### config.mk
export PLATFORM = sky130hd
export DESIGN_NAME = timer_mch_apb
export DESIGN_NICKNAME = d
export VERILOG_FILES = /design/src/rtl/timer_pkg.sv /design/src/rtl/timer_cnt.sv /design/src/rtl/timer_mch_apb.sv
export SDC_FILE = /design/constraint.sdc
export NUM_CORES = 1
export LEC_CHECK = 0
export ABC_AREA = 1
export CAP_MARGIN = 20
export CORE_UTILIZATION = 37
export DETAILED_ROUTE_END_ITERATION = 6
export DONT_BUFFER_PORTS = 1
export SLEW_MARGIN = 10
export SYNTH_ARGS = -nofsm -noshare
export SYNTH_HDL_FRONTEND = slang
export SYNTH_HIERARCHICAL = 1
export SYNTH_SLANG_ARGS = --single-unit
export TNS_END_PERCENT = 1
### constraint.sdc
create_clock -name sys_clk -period 9.15 [get_ports sys_clk]
set_clock_uncertainty 0.1 [all_clocks]
set_input_delay 0.4575 -clock sys_clk [delete_from_list [all_inputs] [get_ports sys_clk]]
set_output_delay 0.4575 -clock sys_clk [all_outputs]
set_load 0.05 [all_outputs]
### src/rtl/timer_pkg.sv
// Shared definitions for the multi-channel APB timer: register map, TCR layout,
// reset constants and the byte-strobe merge helper.
package timer_pkg;

  localparam int unsigned ADDR_W = 12;
  localparam int unsigned DATA_W = 32;
  localparam int unsigned STRB_W = 4;
  localparam int unsigned CNT_W  = 64;
  localparam int unsigned DIV_W  = 4;
  localparam int unsigned PSC_W  = 16;

  localparam logic [ADDR_W-1:0] ADDR_TCR      = 12'h000;
  localparam logic [ADDR_W-1:0] ADDR_TDR0     = 12'h004;
  localparam logic [ADDR_W-1:0] ADDR_TDR1     = 12'h008;
  localparam logic [ADDR_W-1:0] ADDR_TIER     = 12'h00C;
  localparam logic [ADDR_W-1:0] ADDR_TISR     = 12'h010;
  localparam logic [ADDR_W-1:0] ADDR_THCSR    = 12'h014;
  localparam logic [ADDR_W-1:0] ADDR_CMP_BASE = 12'h020;

  localparam logic [DATA_W-1:0] TCR_RST = 32'h0000_0100;
  localparam logic [DATA_W-1:0] CMP_RST = 32'hFFFF_FFFF;

  // TCR bit layout: [0] timer_en, [1] div_en, [11:8] div_val
  typedef struct packed {
    logic [19:0]      rsvd_hi;
    logic [DIV_W-1:0] div_val;
    logic [5:0]       rsvd_lo;
    logic             div_en;
    logic             timer_en;
  } tcr_t;

  typedef enum logic [2:0] {
    SEL_NONE,
    SEL_TCR,
    SEL_TDR0,
    SEL_TDR1,
    SEL_TIER,
    SEL_TISR,
    SEL_THCSR,
    SEL_CMP
  } reg_sel_e;

  function automatic logic [DATA_W-1:0] apply_strb(input logic [DATA_W-1:0] old_v,
                                                   input logic [DATA_W-1:0] new_v,
                                                   input logic [STRB_W-1:0] strb);
    logic [DATA_W-1:0] r;
    r = old_v;
    for (int i = 0; i < int'(STRB_W); i++) begin
      if (strb[i]) r[8*i +: 8] = new_v[8*i +: 8];
    end
    return r;
  endfunction

endpackage

### src/rtl/timer_cnt.sv
// Prescaler plus 64-bit free-running counter with half-word load and clear.
module timer_cnt
  import timer_pkg::*;
(
  input  logic              clk,
  input  logic              rst_n,
  input  logic              en_i,
  input  logic              div_en_i,
  input  logic [DIV_W-1:0]  div_val_i,
  input  logic              halt_i,
  input  logic              clr_i,
  input  logic              ld_lo_i,
  input  logic              ld_hi_i,
  input  logic [DATA_W-1:0] ld_data_i,
  output logic [CNT_W-1:0]  cnt_o
);

  logic [PSC_W-1:0] psc_q, psc_d, psc_top;
  logic [CNT_W-1:0] cnt_q, cnt_d;
  logic             run, tick;

  assign psc_top = (PSC_W'(1) << div_val_i) - PSC_W'(1);
  assign run     = en_i & ~halt_i;
  assign tick    = run & (~div_en_i | (psc_q == psc_top));

  // Loads take priority over the increment in the same cycle
  always_comb begin
    psc_d = psc_q;
    cnt_d = cnt_q;
    if (clr_i) begin
      psc_d = '0;
      cnt_d = '0;
    end else begin
      if (run) psc_d = (!div_en_i || tick) ? '0 : psc_q + PSC_W'(1);
      if (ld_lo_i)      cnt_d[31:0]  = ld_data_i;
      else if (ld_hi_i) cnt_d[63:32] = ld_data_i;
      else if (tick)    cnt_d        = cnt_q + CNT_W'(1);
    end
  end

  always_ff @(posedge clk or negedge rst_n) begin
    if (!rst_n) begin
      psc_q <= '0;
      cnt_q <= '0;
    end else begin
      psc_q <= psc_d;
      cnt_q <= cnt_d;
    end
  end

  assign cnt_o = cnt_q;

endmodule

### src/rtl/timer_mch_apb.sv
// APB-attached 64-bit timer with NUM_CH compare channels, debug halt and
// per-channel sticky interrupts.
module timer_mch_apb
  import timer_pkg::*;
#(
  parameter int unsigned NUM_CH  = 2,
  parameter int unsigned WAIT_ST = 0,
  parameter int unsigned MAX_DIV = 8
) (
  input  logic              sys_clk,
  input  logic              sys_rst_n,
  input  logic              tim_psel,
  input  logic              tim_penable,
  input  logic              tim_pwrite,
  input  logic [ADDR_W-1:0] tim_paddr,
  input  logic [DATA_W-1:0] tim_pwdata,
  input  logic [STRB_W-1:0] tim_pstrb,
  output logic [DATA_W-1:0] tim_prdata,
  output logic              tim_pready,
  output logic              tim_pslverr,
  input  logic              dbg_mode,
  output logic              tim_int,
  output logic [NUM_CH-1:0] tim_int_ch
);

  localparam int unsigned WS_W = 2;

  logic [WS_W-1:0]   ws_q, ws_d;
  logic              access, xfer_done, addr_err, tcr_err, err, wr_ok;
  reg_sel_e          sel;
  logic [1:0]        ch_sel;
  logic              cmp_hi_sel;
  logic [DATA_W-1:0] cur_val, wr_val;
  tcr_t              tcr_q, tcr_new, tcr_wr;
  logic [NUM_CH-1:0] tier_q, tisr_q, tisr_clr, match;
  logic [DATA_W-1:0] cmp_lo [NUM_CH];
  logic [DATA_W-1:0] cmp_hi [NUM_CH];
  logic              halt_req_q, halt_ack;
  logic [CNT_W-1:0]  cnt;

  assign access    = tim_psel & tim_penable;
  assign xfer_done = access & sys_rst_n & (ws_q == WS_W'(WAIT_ST));

  always_comb begin
    ws_d = ws_q;
    if (!access || xfer_done) ws_d = '0;
    else                      ws_d = ws_q + WS_W'(1);
  end

  // Word-aligned decode; CMP window covers only implemented channels
  always_comb begin
    sel        = SEL_NONE;
    ch_sel     = tim_paddr[4:3];
    cmp_hi_sel = tim_paddr[2];
    case ({tim_paddr[11:2], 2'b00})
      ADDR_TCR:   sel = SEL_TCR;
      ADDR_TDR0:  sel = SEL_TDR0;
      ADDR_TDR1:  sel = SEL_TDR1;
      ADDR_TIER:  sel = SEL_TIER;
      ADDR_TISR:  sel = SEL_TISR;
      ADDR_THCSR: sel = SEL_THCSR;
      default: begin
        if ((tim_paddr[11:5] == ADDR_CMP_BASE[11:5]) && ({1'b0, ch_sel} < 3'(NUM_CH)))
          sel = SEL_CMP;
      end
    endcase
  end

  always_comb begin
    cur_val = '0;
    case (sel)
      SEL_TCR:   cur_val = tcr_q;
      SEL_TDR0:  cur_val = cnt[31:0];
      SEL_TDR1:  cur_val = cnt[63:32];
      SEL_TIER:  cur_val = 32'(tier_q);
      SEL_TISR:  cur_val = 32'(tisr_q);
      SEL_THCSR: cur_val = {30'b0, halt_ack, halt_req_q};
      SEL_CMP: begin
        for (int n = 0; n < int'(NUM_CH); n++) begin
          if (ch_sel == 2'(n)) cur_val = cmp_hi_sel ? cmp_hi[n] : cmp_lo[n];
        end
      end
      default:   cur_val = '0;
    endcase
  end

  assign wr_val  = apply_strb(cur_val, tim_pwdata, tim_pstrb);
  assign tcr_new = tcr_t'(wr_val);

  always_comb begin
    tcr_wr         = tcr_new;
    tcr_wr.rsvd_hi = '0;
    tcr_wr.rsvd_lo = '0;
  end

  // Divider settings are frozen while the timer runs
  assign tcr_err  = tim_pwrite & (sel == SEL_TCR) &
                    ((tcr_new.div_val > DIV_W'(MAX_DIV)) |
                     (tcr_q.timer_en & ((tcr_new.div_val != tcr_q.div_val) |
                                        (tcr_new.div_en  != tcr_q.div_en))));
  assign addr_err = (sel == SEL_NONE) | (tim_paddr[1:0] != 2'b00);
  assign err      = addr_err | tcr_err;
  assign wr_ok    = xfer_done & tim_pwrite & ~err;

  assign tim_pready  = xfer_done;
  assign tim_pslverr = xfer_done & err;
  assign tim_prdata  = (xfer_done & ~tim_pwrite & ~err) ? cur_val : '0;

  assign halt_ack = halt_req_q & dbg_mode;
  assign tisr_clr = (wr_ok && sel == SEL_TISR) ?
                    (tim_pwdata[NUM_CH-1:0] & {NUM_CH{tim_pstrb[0]}}) : '0;

  always_ff @(posedge sys_clk or negedge sys_rst_n) begin
    if (!sys_rst_n) begin
      ws_q       <= '0;
      tcr_q      <= tcr_t'(TCR_RST);
      tier_q     <= '0;
      tisr_q     <= '0;
      halt_req_q <= 1'b0;
    end else begin
      ws_q   <= ws_d;
      tisr_q <= (tisr_q & ~tisr_clr) | match;
      if (wr_ok && sel == SEL_TCR)   tcr_q      <= tcr_wr;
      if (wr_ok && sel == SEL_TIER)  tier_q     <= wr_val[NUM_CH-1:0];
      if (wr_ok && sel == SEL_THCSR) halt_req_q <= wr_val[0];
    end
  end

  for (genvar n = 0; n < NUM_CH; n++) begin : g_ch
    logic [DATA_W-1:0] lo_q, hi_q;
    logic              wr_sel;

    assign wr_sel = wr_ok & (sel == SEL_CMP) & (ch_sel == 2'(n));

    always_ff @(posedge sys_clk or negedge sys_rst_n) begin
      if (!sys_rst_n) begin
        lo_q <= CMP_RST;
        hi_q <= CMP_RST;
      end else if (wr_sel) begin
        if (cmp_hi_sel) hi_q <= wr_val;
        else            lo_q <= wr_val;
      end
    end

    assign cmp_lo[n] = lo_q;
    assign cmp_hi[n] = hi_q;
    assign match[n]  = ({hi_q, lo_q} == cnt);
  end

  timer_cnt u_cnt (
    .clk       (sys_clk),
    .rst_n     (sys_rst_n),
    .en_i      (tcr_q.timer_en),
    .div_en_i  (tcr_q.div_en),
    .div_val_i (tcr_q.div_val),
    .halt_i    (halt_ack),
    .clr_i     (wr_ok & (sel == SEL_TCR) & tcr_q.timer_en & ~tcr_new.timer_en),
    .ld_lo_i   (wr_ok & (sel == SEL_TDR0)),
    .ld_hi_i   (wr_ok & (sel == SEL_TDR1)),
    .ld_data_i (wr_val),
    .cnt_o     (cnt)
  );

  assign tim_int_ch = tisr_q & tier_q;
  assign tim_int    = |tim_int_ch;

endmodule

### Word level (Yosys, flattened, before mapping)

Cells that the tools add are included.

| word-level totals | value |
|---|---|
| logic and storage cells | 127 |
| flip-flop bits (word level) | 221 |
| output and inout port bits | 37 |

| operators by class | value |
|---|---|
| bitwise operators | 38 |
| magnitude comparators | 2 |
| equality and inequality tests | 21 |
| reductions and logical operators | 24 |
| add/sub/neg operators | 4 |
| shifts and indexed selects | 1 |
| muxes and demuxes | 23 |

Operator list:

| cell | number |
|---|---|
| two-way mux 32 bit | 9 |
| one-hot mux 32 bit (7 select lines) | 1 |
| == test 64 bit | 2 |
| two-way mux 64 bit | 2 |
| adder 64 x 1 -> 64 bit (second input constant) | 1 |
| two-way mux 16 bit | 3 |
| two-way mux 8 bit | 4 |
| AND 1 bit | 22 |
| == test 10 x 2 -> 1 bit (second input constant) | 2 |
| == test 10 x 3 -> 1 bit (second input constant) | 2 |
| one-hot mux 3 bit (6 select lines) | 1 |
| adder 16 x 1 -> 16 bit (second input constant) | 1 |
| == test 16 bit | 1 |
| left shift 1 x 4 -> 16 bit (first input constant) | 1 |
| subtractor 16 x 2 -> 16 bit (second input constant) | 1 |
| == test 3 bit (second input constant) | 4 |
| AND reduction 2 bit | 6 |
| == test 10 x 1 -> 1 bit (second input constant) | 1 |
| logical NOT 10 bit | 1 |
| == test 7 x 1 -> 1 bit (second input constant) | 1 |
| AND 2 bit | 3 |
| == test 3 x 2 -> 1 bit (second input constant) | 2 |
| inverter 1 bit | 6 |
| nonzero test 3 bit | 2 |
| 21 further kinds | 34 |

### Depth between registers and ports, before layout

Gate-level depths: netlist of run 1.

| depth | value |
|---|---|
| depth after elaboration | 20 |
| mapped depth | 31 |
| mapped depth without buffers | 28 |

### Cells and area by module

Netlist of run 1, hierarchy kept.

Modules (own cells, without submodules):

| module | cells an instance | times used | area each (sq um) | seq. area each (sq um) |
|---|---|---|---|---|
| timer_mch_apb | 1392 | 1 | 10003.3 | 3689.8 |
| timer_cnt | 1099 | 1 | 6832.8 | 2001.9 |

### Least setup slack after synthesis of run 1

No wires, ideal clock.

| timing path | value |
|---|---|
| path type | register to register |
| start | register ws_q[0] |
| end | register u_cnt.cnt_q[37] (netlist: u_cnt/cnt_o[37]) |
| arrival time | 3.561 ns |
| setup slack | 5.372 ns |
| path buffers | 4 |
| cell stages (with the launch flop) | 16 |
| library setup time | 0.117 ns |
| cells stage by stage | dfrtp_1 > inv_1 > ha_1 > inv_1 > nor3_1 > inv_1 > nor2_1 > nand2_1 > clkbuf_1 > nor3_1 > clkbuf_1 > clkbuf_1 > clkbuf_1 > nor2_1 > nand3_1 > nand2_1 |

| between the ends | value |
|---|---|
| word-level cells in the longest chain between the ends | 9 |

RTL lines:

| element | line | RTL |
|---|---|---|
| start, declared | timer_mch_apb.sv:28 | `logic [WS_W-1:0] ws_q, ws_d;` |
| start signal, assigned | timer_mch_apb.sv:121 | `ws_q <= ws_d;` |
| logical NOT 2 bit (*) | timer_mch_apb.sv:42 | `assign xfer_done = access & sys_rst_n & (ws_q == WS_W'(WAIT_ST));` |
| AND 1 bit (*) | timer_mch_apb.sv:42 |  |
| named net tim_pready | timer_mch_apb.sv:19 | `output logic tim_pready,` |
| AND 1 bit (*) (2 in a row) | timer_mch_apb.sv:103 | `assign wr_ok = xfer_done & tim_pwrite & ~err;` |
| AND 1 bit (3 in a row) | timer_mch_apb.sv:157 | `.clr_i (wr_ok & (sel == SEL_TCR) & tcr_q.timer_en & ~tcr_new.timer_en),` |
| != test 2 x 1 -> 1 bit (no source line) / nonzero test 3 bit (equally long branches) | - |  |
| AND reduction 2 bit (no source line) | - |  |
| end signal, assigned | timer_cnt.sv:47 | `cnt_q <= cnt_d;` |
| end, declared | timer_cnt.sv:19 | `logic [CNT_W-1:0] cnt_q, cnt_d;` |

Mark *: on every way through the listed nets, which the timed path passes. The rest lies on a longest branch. The select of a mux whose other input is x is not followed.
A chain may end at the register's enable or synchronous reset.

### Final worst setup path of run 1

| timing path | value |
|---|---|
| start | input port tim_paddr[10] |
| end | output port tim_prdata[13] |

| between the ends | value |
|---|---|
| word-level cells in the longest chain between the ends | 16 |

RTL lines:

| element | line | RTL |
|---|---|---|
| start, declared | timer_mch_apb.sv:15 | `input logic [ADDR_W-1:0] tim_paddr,` |
| == test 7 x 1 -> 1 bit | timer_mch_apb.sv:63 | `if ((tim_paddr[11:5] == ADDR_CMP_BASE[11:5]) && ({1'b0, ch_sel} < 3'(NUM_CH)))` |
| logical AND 1 bit | timer_mch_apb.sv:63 |  |
| two-way mux 3 bit | timer_mch_apb.sv:63 |  |
| one-hot mux 3 bit (6 select lines) (*) | timer_mch_apb.sv:55 | `case ({tim_paddr[11:2], 2'b00})` |
| == test 3 bit (tied with other cells) | timer_mch_apb.sv:71 | `case (sel)` |
| one-hot mux 32 bit (7 select lines) | timer_mch_apb.sv:71 |  |
| two-way mux 8 bit | timer_pkg.sv:49 | `if (strb[i]) r[8*i +: 8] = new_v[8*i +: 8];` |
| != test 4 bit / != test 1 bit (equally long branches) | timer_mch_apb.sv:99, timer_mch_apb.sv:100 |  |
| OR 1 bit | timer_mch_apb.sv:99 | `(tcr_q.timer_en & ((tcr_new.div_val != tcr_q.div_val) \|` |
| AND 1 bit | timer_mch_apb.sv:99 |  |
| OR 1 bit | timer_mch_apb.sv:98 | `((tcr_new.div_val > DIV_W'(MAX_DIV)) \|` |
| AND 1 bit | timer_mch_apb.sv:97 | `assign tcr_err = tim_pwrite & (sel == SEL_TCR) &` |
| OR 1 bit | timer_mch_apb.sv:102 | `assign err = addr_err \| tcr_err;` |
| inverter 1 bit | timer_mch_apb.sv:107 | `assign tim_prdata = (xfer_done & ~tim_pwrite & ~err) ? cur_val : '0;` |
| AND 1 bit | timer_mch_apb.sv:107 |  |
| two-way mux 32 bit (*) | timer_mch_apb.sv:107 |  |
| end, declared | timer_mch_apb.sv:18 | `output logic [DATA_W-1:0] tim_prdata,` |

Mark *: on every way between the ends. The rest lies on a longest branch, timed or not.

==> results of run 1 <==
==> cell families (layout without fill, tap and decap cells) <==
logic type / Yosys count / after routing / share of synthesized area, %
flops: 221 / 221 / 33.81
simple gates: 1515 / 1515 / 39.46
compound gates: 289 / 289 / 10.34
buf+inv: 304 / 258 / 7.878
other cells: 0 / 2 / 0
xor+xnor: 158 / 158 / 8.219
fa+ha+maj: 4 / 4 / 0.2973
==> state kept, by name (all words and copies together) (netlist names) <==
name	flops
ws_q	2
tier_q	2
g_ch.hi_q	64
halt_req_q	1
g_ch.lo_q	64
u_cnt/psc_q	16
tcr_q	6
u_cnt/cnt_o	64
tisr_q	2
==> where the power goes <==
group	internal (mW)	switching, mW
Clock	0.691	0.487
Sequential	0.990	0.0330
Combinational	0.0661	0.208
==> area by class of cell <==
| class | count | area share [%] |
|---|---|---|
| antenna | 2 | 0.02744 |
| inverter | 172 | 3.554 |
| timing repair buffer | 32 | 1.880 |
| sequential | 221 | 31.21 |
| multi-input combinational | 1966 | 53.99 |
| clock inverter | 13 | 0.7204 |
| clock buffer | 41 | 4.562 |
| tap | 592 | 4.061 |
==> routing by layer <==
| metal | global-route usage, % | up-vias | part of all wire [%] | routed length (um) |
|---|---|---|---|---|
| li1 | - | 8142 | - | - |
| met1 | 46.37 | 8725 | 43 | 33620 |
| met2 | 51.52 | 963 | 44 | 34390 |
| met3 | 4.430 | 162 | 8.0 | 6232 |
| met4 | 14.47 | 0 | 4.5 | 3526 |
| met5 | 0 | - | 0 | 0 |
==> cells in the mapped netlist (all sizes together) (2+ instances only) <==
cell / count / area [um^2]
nand2: 793 / 3088
nor2: 323 / 1257
inv: 169 / 634.4
nand4: 167 / 1045
nand3: 155 / 803.3
xor2: 152 / 1331
dfstp: 129 / 3390
o21ai: 121 / 605.6
dfrtp: 92 / 2302
clkbuf: 80 / 300.3
buf: 52 / 380.4
o22ai: 50 / 312.8
a21oi: 48 / 240.2
nor3: 28 / 140.1
nor4: 26 / 162.7
a221oi: 23 / 201.4
a211oi: 21 / 157.7
or2: 17 / 106.4
o211ai: 7 / 52.55
xnor2: 6 / 52.55
a221o: 4 / 40.04
ha: 4 / 50.05
o21bai: 4 / 30.03
a22o: 3 / 26.28
clkinv: 3 / 11.26
o21a: 3 / 22.52
a32o: 2 / 20.02
and2: 2 / 12.51
nand3b: 2 / 15.01
==> worst paths after layout <==
kind | start | to | slack [ns] | cells past startpoint
setup / recovery | tim_paddr[10] | tim_prdata[13] | 3.73 | 18
max in group asynchronous | sys_rst_n | u_cnt/cnt_o[60] | 7.52 | 3
hold reg to reg | ws_q[0] | ws_q[0] | 0.33 | 1
min in group asynchronous | sys_rst_n | tcr_q[1] | 0.38 | 2
hold / removal | tim_pwdata[0] | tisr_q[0] | 0.03 | 3
setup reg to reg | g_ch[1].lo_q[1] | u_cnt/cnt_o[16] | 4.35 | 26
==> worst register-to-register path: cells and delay by family (launching register included) <==
family | cells | cell delay (ns)
and+or+nand+nor | 23 | 3.15
AOI/OAI and AO/OA | 1 | 0.16
buffers and inverters | 2 | 0.76
DFF | 1 | 0.55
==> what timing repair did <==
action | in CTS | in global routing
hold endpoints to repair | 288 | 0
hold buffers | 6 | 0
gates resized for setup | 0 | 0
==> impl_metrics.env, run 1 <==
export IMPL_status="finished clean"
export IMPL_dr_pass1_iters=6
export IMPL_syn_inst=2491
export IMPL_synth_seq_cells=221
export IMPL_yosys_cell_types_count=47
export IMPL_seq_area_mm2=0.005692
export IMPL_dpl_instance_area_mm2=0.01713
export IMPL_synth_ff_type="dfstp_2"
export IMPL_die_area_mm2=0.04636
export IMPL_hold_class="in -> reg"
export IMPL_setup_slack_ns=3.725
export IMPL_grt_overflow=0
export IMPL_cts_setup_buffers=0
export IMPL_path_clk_slew_ns=0.06
export IMPL_area_delta_synth_final_pct=8.323
export IMPL_grt_pass1_wl_mm=116.0
export IMPL_hpwl_mm=55.81
export IMPL_cp_max_fo=22
export IMPL_crit_required_ns=8.59
export IMPL_setup_viol=0
export IMPL_antenna_found_initial=1
export IMPL_fillerInstances=4803
export IMPL_start_util_pct=37.83
export IMPL_max_clock_freq_ghz=0.1843
export IMPL_h_tree_depth=1
export IMPL_relSlewSlack_pct=11.14
export IMPL_hold_ws_ns=0.02543
export IMPL_drive_above_1_share_pct=11.41
export IMPL_critPathBufInv=1
export IMPL_die_h_um=215.3
export IMPL_slowest_delay_ns=0.88
export IMPL_arrival_ns=4.87
export IMPL_insertion_delay_ns=0.59
export IMPL_yosysSeqAreaShare_pct=33.81
export IMPL_final_cell_area_mm2=0.01824
export IMPL_layout_min_cycle_time_ns=5.425
export IMPL_crit_type="in -> out"
export IMPL_vias=17992
export IMPL_cts_tree="done"
export IMPL_cts_path_max_buffers=3
export IMPL_cellPowerDensity_mw_per_mm2=135.7
export IMPL_vias_per_cell=5.920
export IMPL_grt_pass1_vias=17176
export IMPL_fin_cells=3039
export IMPL_power_mw=2.475
export IMPL_port_buffers=0
export IMPL_drt_wl_total_mm=77.77
export IMPL_cpLargestDelayFamily="simple AND/OR/NAND/NOR gates"
export IMPL_cts_sinks=221
export IMPL_crit_path_frequent_cell="nand2_1"
export IMPL_ant_nets=0
export IMPL_drc=0
export IMPL_rsz0062_at_grt="no"
export IMPL_fp_row_count=77
export IMPL_fp_dieW_um=215.3
export IMPL_ys_warnings_count=6
export IMPL_syn_area_mm2=0.01684
export IMPL_tightest_slew_ns=1.333
export IMPL_end_kind="primary output"
export IMPL_layout_common_cells="nand2_1 (762), nor2_1 (310), nand4_1 (167), inv_1 (163), xor2_1 (152)"
export IMPL_slew_viol_final=0
export IMPL_fin_crit_sh_pct=59.29
export IMPL_cp_start_kind="primary input"
export IMPL_cts_root_buffer="clkbuf_16"
export IMPL_mostFrequentLayoutCell="nand2_1"
export IMPL_drv_cap=0
export IMPL_worstPathCellList="nor2_1 > nand3_1 > nor2_2 > nand2_1 > nand4_1 > nand2_1 > nand3_1 > nand2_1 > nor2_1 > nand3_1 > nand2_1 > nand2_1 > nand2_2 > nand2_1 > nor2_1 > nand2_1 > buf_4 > nor2_1"
export IMPL_final_core_util_pct=40.97
export IMPL_wl_per_cell_um=25.59
export IMPL_track_usage_pct=33.33
export IMPL_drt_iter0_drc=2065
export IMPL_place_ws_ns=3.355
export IMPL_num_nets_final=2480
export IMPL_p_leak_nw=8.435
export IMPL_ioPinCount=91
export IMPL_fin_tns_setup_ns=0
export IMPL_avgSynthCellArea_um2=6.759
export IMPL_grt_max_degree=222
export IMPL_dp_cells=2975
export IMPL_synth_edff_count=0
export IMPL_ir_drop_v=0.0001360
export IMPL_cts_buffers=29
export IMPL_gp_congestion=1.024
export IMPL_hold_viol_final=0
export IMPL_async_flop_share_pct=100.0
export IMPL_multi_input_area_mm2=0.009846
export IMPL_mappedNetlistNets=2549
export IMPL_coreArea_mm2=0.04451
export IMPL_crit_slowest_cell="nor2_2"
(Power assumes the default switching activity.)
==> run 2: changes to the inputs <==
==> constraint.sdc (replaced) <==
create_clock -name sys_clk -period 4.9 [get_ports sys_clk]
set_clock_uncertainty 0.1 [all_clocks]
set_input_delay 0.245 -clock sys_clk [delete_from_list [all_inputs] [get_ports sys_clk]]
set_output_delay 0.245 -clock sys_clk [all_outputs]
set_load 0.05 [all_outputs]
==> impl_metrics.env, run 2 (same netlist as run 1, synthesis figures left out) <==
export IMPL_num_nets_final=2570
export IMPL_ctsHoldBuffers=36
export IMPL_grt_pass1_vias=17327
export IMPL_cts_path_max_buffers=3
export IMPL_die_area_mm2=0.04636
export IMPL_crit_required_ns=5.26
export IMPL_rrSetupSlack_ns=0.73
export IMPL_max_clock_freq_ghz=0.2207
export IMPL_use_met2_pct=54.76
export IMPL_fin_crit_sh_pct=92.48
export IMPL_die_h_um=215.3
export IMPL_globalRouteMet3Util_pct=4.685
export IMPL_drv_cap=0
export IMPL_insertion_delay_ns=0.59
export IMPL_grt_overflow=0
export IMPL_cts_root_buffer="clkbuf_16"
export IMPL_ioPinCount=91
export IMPL_hold_viol_final=221
export IMPL_vias_per_cell=5.835
export IMPL_cts_tree="done"
export IMPL_antenna_found_initial=0
export IMPL_ant_nets=0
export IMPL_p_leak_nw=8.875
export IMPL_setup_slack_ns=0.3685
export IMPL_grt_max_degree=223
export IMPL_violations="negative hold slack"
export IMPL_ir_drop_v=0.0002370
export IMPL_gp_congestion=1.023
export IMPL_port_buffers=0
export IMPL_rsz0062_at_grt="no"
export IMPL_hold_ws_ns=-0.7124
export IMPL_cts_buffers=28
export IMPL_relSlewSlack_pct=24.80
export IMPL_h_tree_depth=1
export IMPL_arrival_ns=4.89
export IMPL_cp_start_kind="primary input"
export IMPL_path_clk_slew_ns=0.06
export IMPL_cellPowerDensity_mw_per_mm2=245.3
export IMPL_end_kind="flip-flop"
export IMPL_setup_viol=0
export IMPL_cts_sinks=221
export IMPL_start_util_pct=37.83
export IMPL_dr_pass1_iters=6
export IMPL_layout_common_cells="nand2_1 (761), nor2_1 (309), nand4_1 (167), inv_1 (163), xor2_1 (152)"
export IMPL_mostFrequentLayoutCell="nand2_1"
export IMPL_track_usage_pct=34.32
export IMPL_cts_setup_buffers=0
export IMPL_area_delta_synth_final_pct=12.98
export IMPL_use_met1_pct=46.82
export IMPL_place_ws_ns=0.3770
export IMPL_drt_wl_total_mm=79.87
export IMPL_vias=18247
export IMPL_coreArea_mm2=0.04451
export IMPL_fillerInstances=4743
export IMPL_drt_iter0_drc=2103
export IMPL_cp_max_fo=71
export IMPL_slew_viol_final=0
export IMPL_drive_above_1_share_pct=13.54
export IMPL_tightest_slew_ns=1.121
export IMPL_fp_dieW_um=215.3
export IMPL_wl_per_cell_um=25.54
export IMPL_fp_row_count=77
export IMPL_layout_min_cycle_time_ns=4.532
export IMPL_hpwl_mm=57.97
export IMPL_fin_tns_setup_ns=0
export IMPL_hold_class="in -> async"
export IMPL_grt_pass1_wl_mm=118.4
export IMPL_crit_type="in -> reg"
export IMPL_drc=0
export IMPL_grt_busiest_layer="met2"
export IMPL_status="finished, violations left"
[run 2: worst max-delay path, cell delays in order]
cell           delay (ns)
dlygate4sd3_1        0.62
buf_16               0.16
inv_4                0.12
nor2_1               0.20
nand2_1              0.10
nor2_2               0.26
nand2_2              0.26
nand2_1              0.15
nor2_1               0.06
a311oi_2             0.47
nand3_2              0.34
nor2_1               0.65
inv_2                0.23
nand3_4              0.15
nand2_2              0.51
nand2_1              0.23
nand2_1              0.06
[run 2: final cells by class]
| class | count | area [um^2] | share of cell area, % |
|---|---|---|---|
| Tap cell | 592 | 740.7 | 3.894 |
| Multi-Input combinational cell | 1966 | 9863 | 51.85 |
| Sequential cell | 221 | 5692 | 29.92 |
| Clock buffer | 40 | 815.8 | 4.289 |
| Clock inverter | 12 | 182.7 | 0.9603 |
| Timing Repair Buffer | 123 | 1077 | 5.663 |
| Inverter | 172 | 648.1 | 3.407 |
| Antenna cell | 1 | 2.502 | 0.01316 |
[run 2: worst paths after layout]
kind | to | depth (start not counted) | from
min in group sys_clk | g_ch[0].hi_q[20] | 4 | tim_pstrb[2]
max in group asynchronous | g_ch[1].hi_q[22] | 0 | sys_rst_n
hold / removal | tisr_q[1] | 0 | sys_rst_n
setup reg to reg | u_cnt/cnt_o[31] | 23 | g_ch[0].hi_q[1]
setup / recovery | u_cnt/cnt_o[31] | 17 | tim_paddr[2]
hold reg to reg | ws_q[0] | 1 | ws_q[0]
[run 2: what timing repair did]
action,CTS,global route
endpoints found under the setup margin,0,86
gates resized for setup,0,3
endpoints found under the hold margin,328,221
[run 2: layer usage]
layer / vias to the layer above / routed length [um]
met5: - / 0
met4: 0 / 3388
met3: 160 / 6747
met2: 958 / 36070
met1: 8811 / 33660
li1: 8318 / -
[run 2: power by group]
part | switching [mW] | internal (mW)
clock | 0.896 | 1.37
combinational | 0.358 | 0.143
sequential | 0.0513 | 1.85
total | 1.31 | 3.36
[run 2: metrics by stage]
step	power, mW	area (um^2)	util, %	instances
6_report	4.666	19020	42.74	3127
5_1_grt	4.794	19020	42.73	3126
4_1_cts	4.693	19000	42.70	3126
3_5_place_dp	2.369	17610	39.57	3038
3_3_place_gp	2.370	17610	39.57	3038
2_1_floorplan	2.199	16840	-	2491
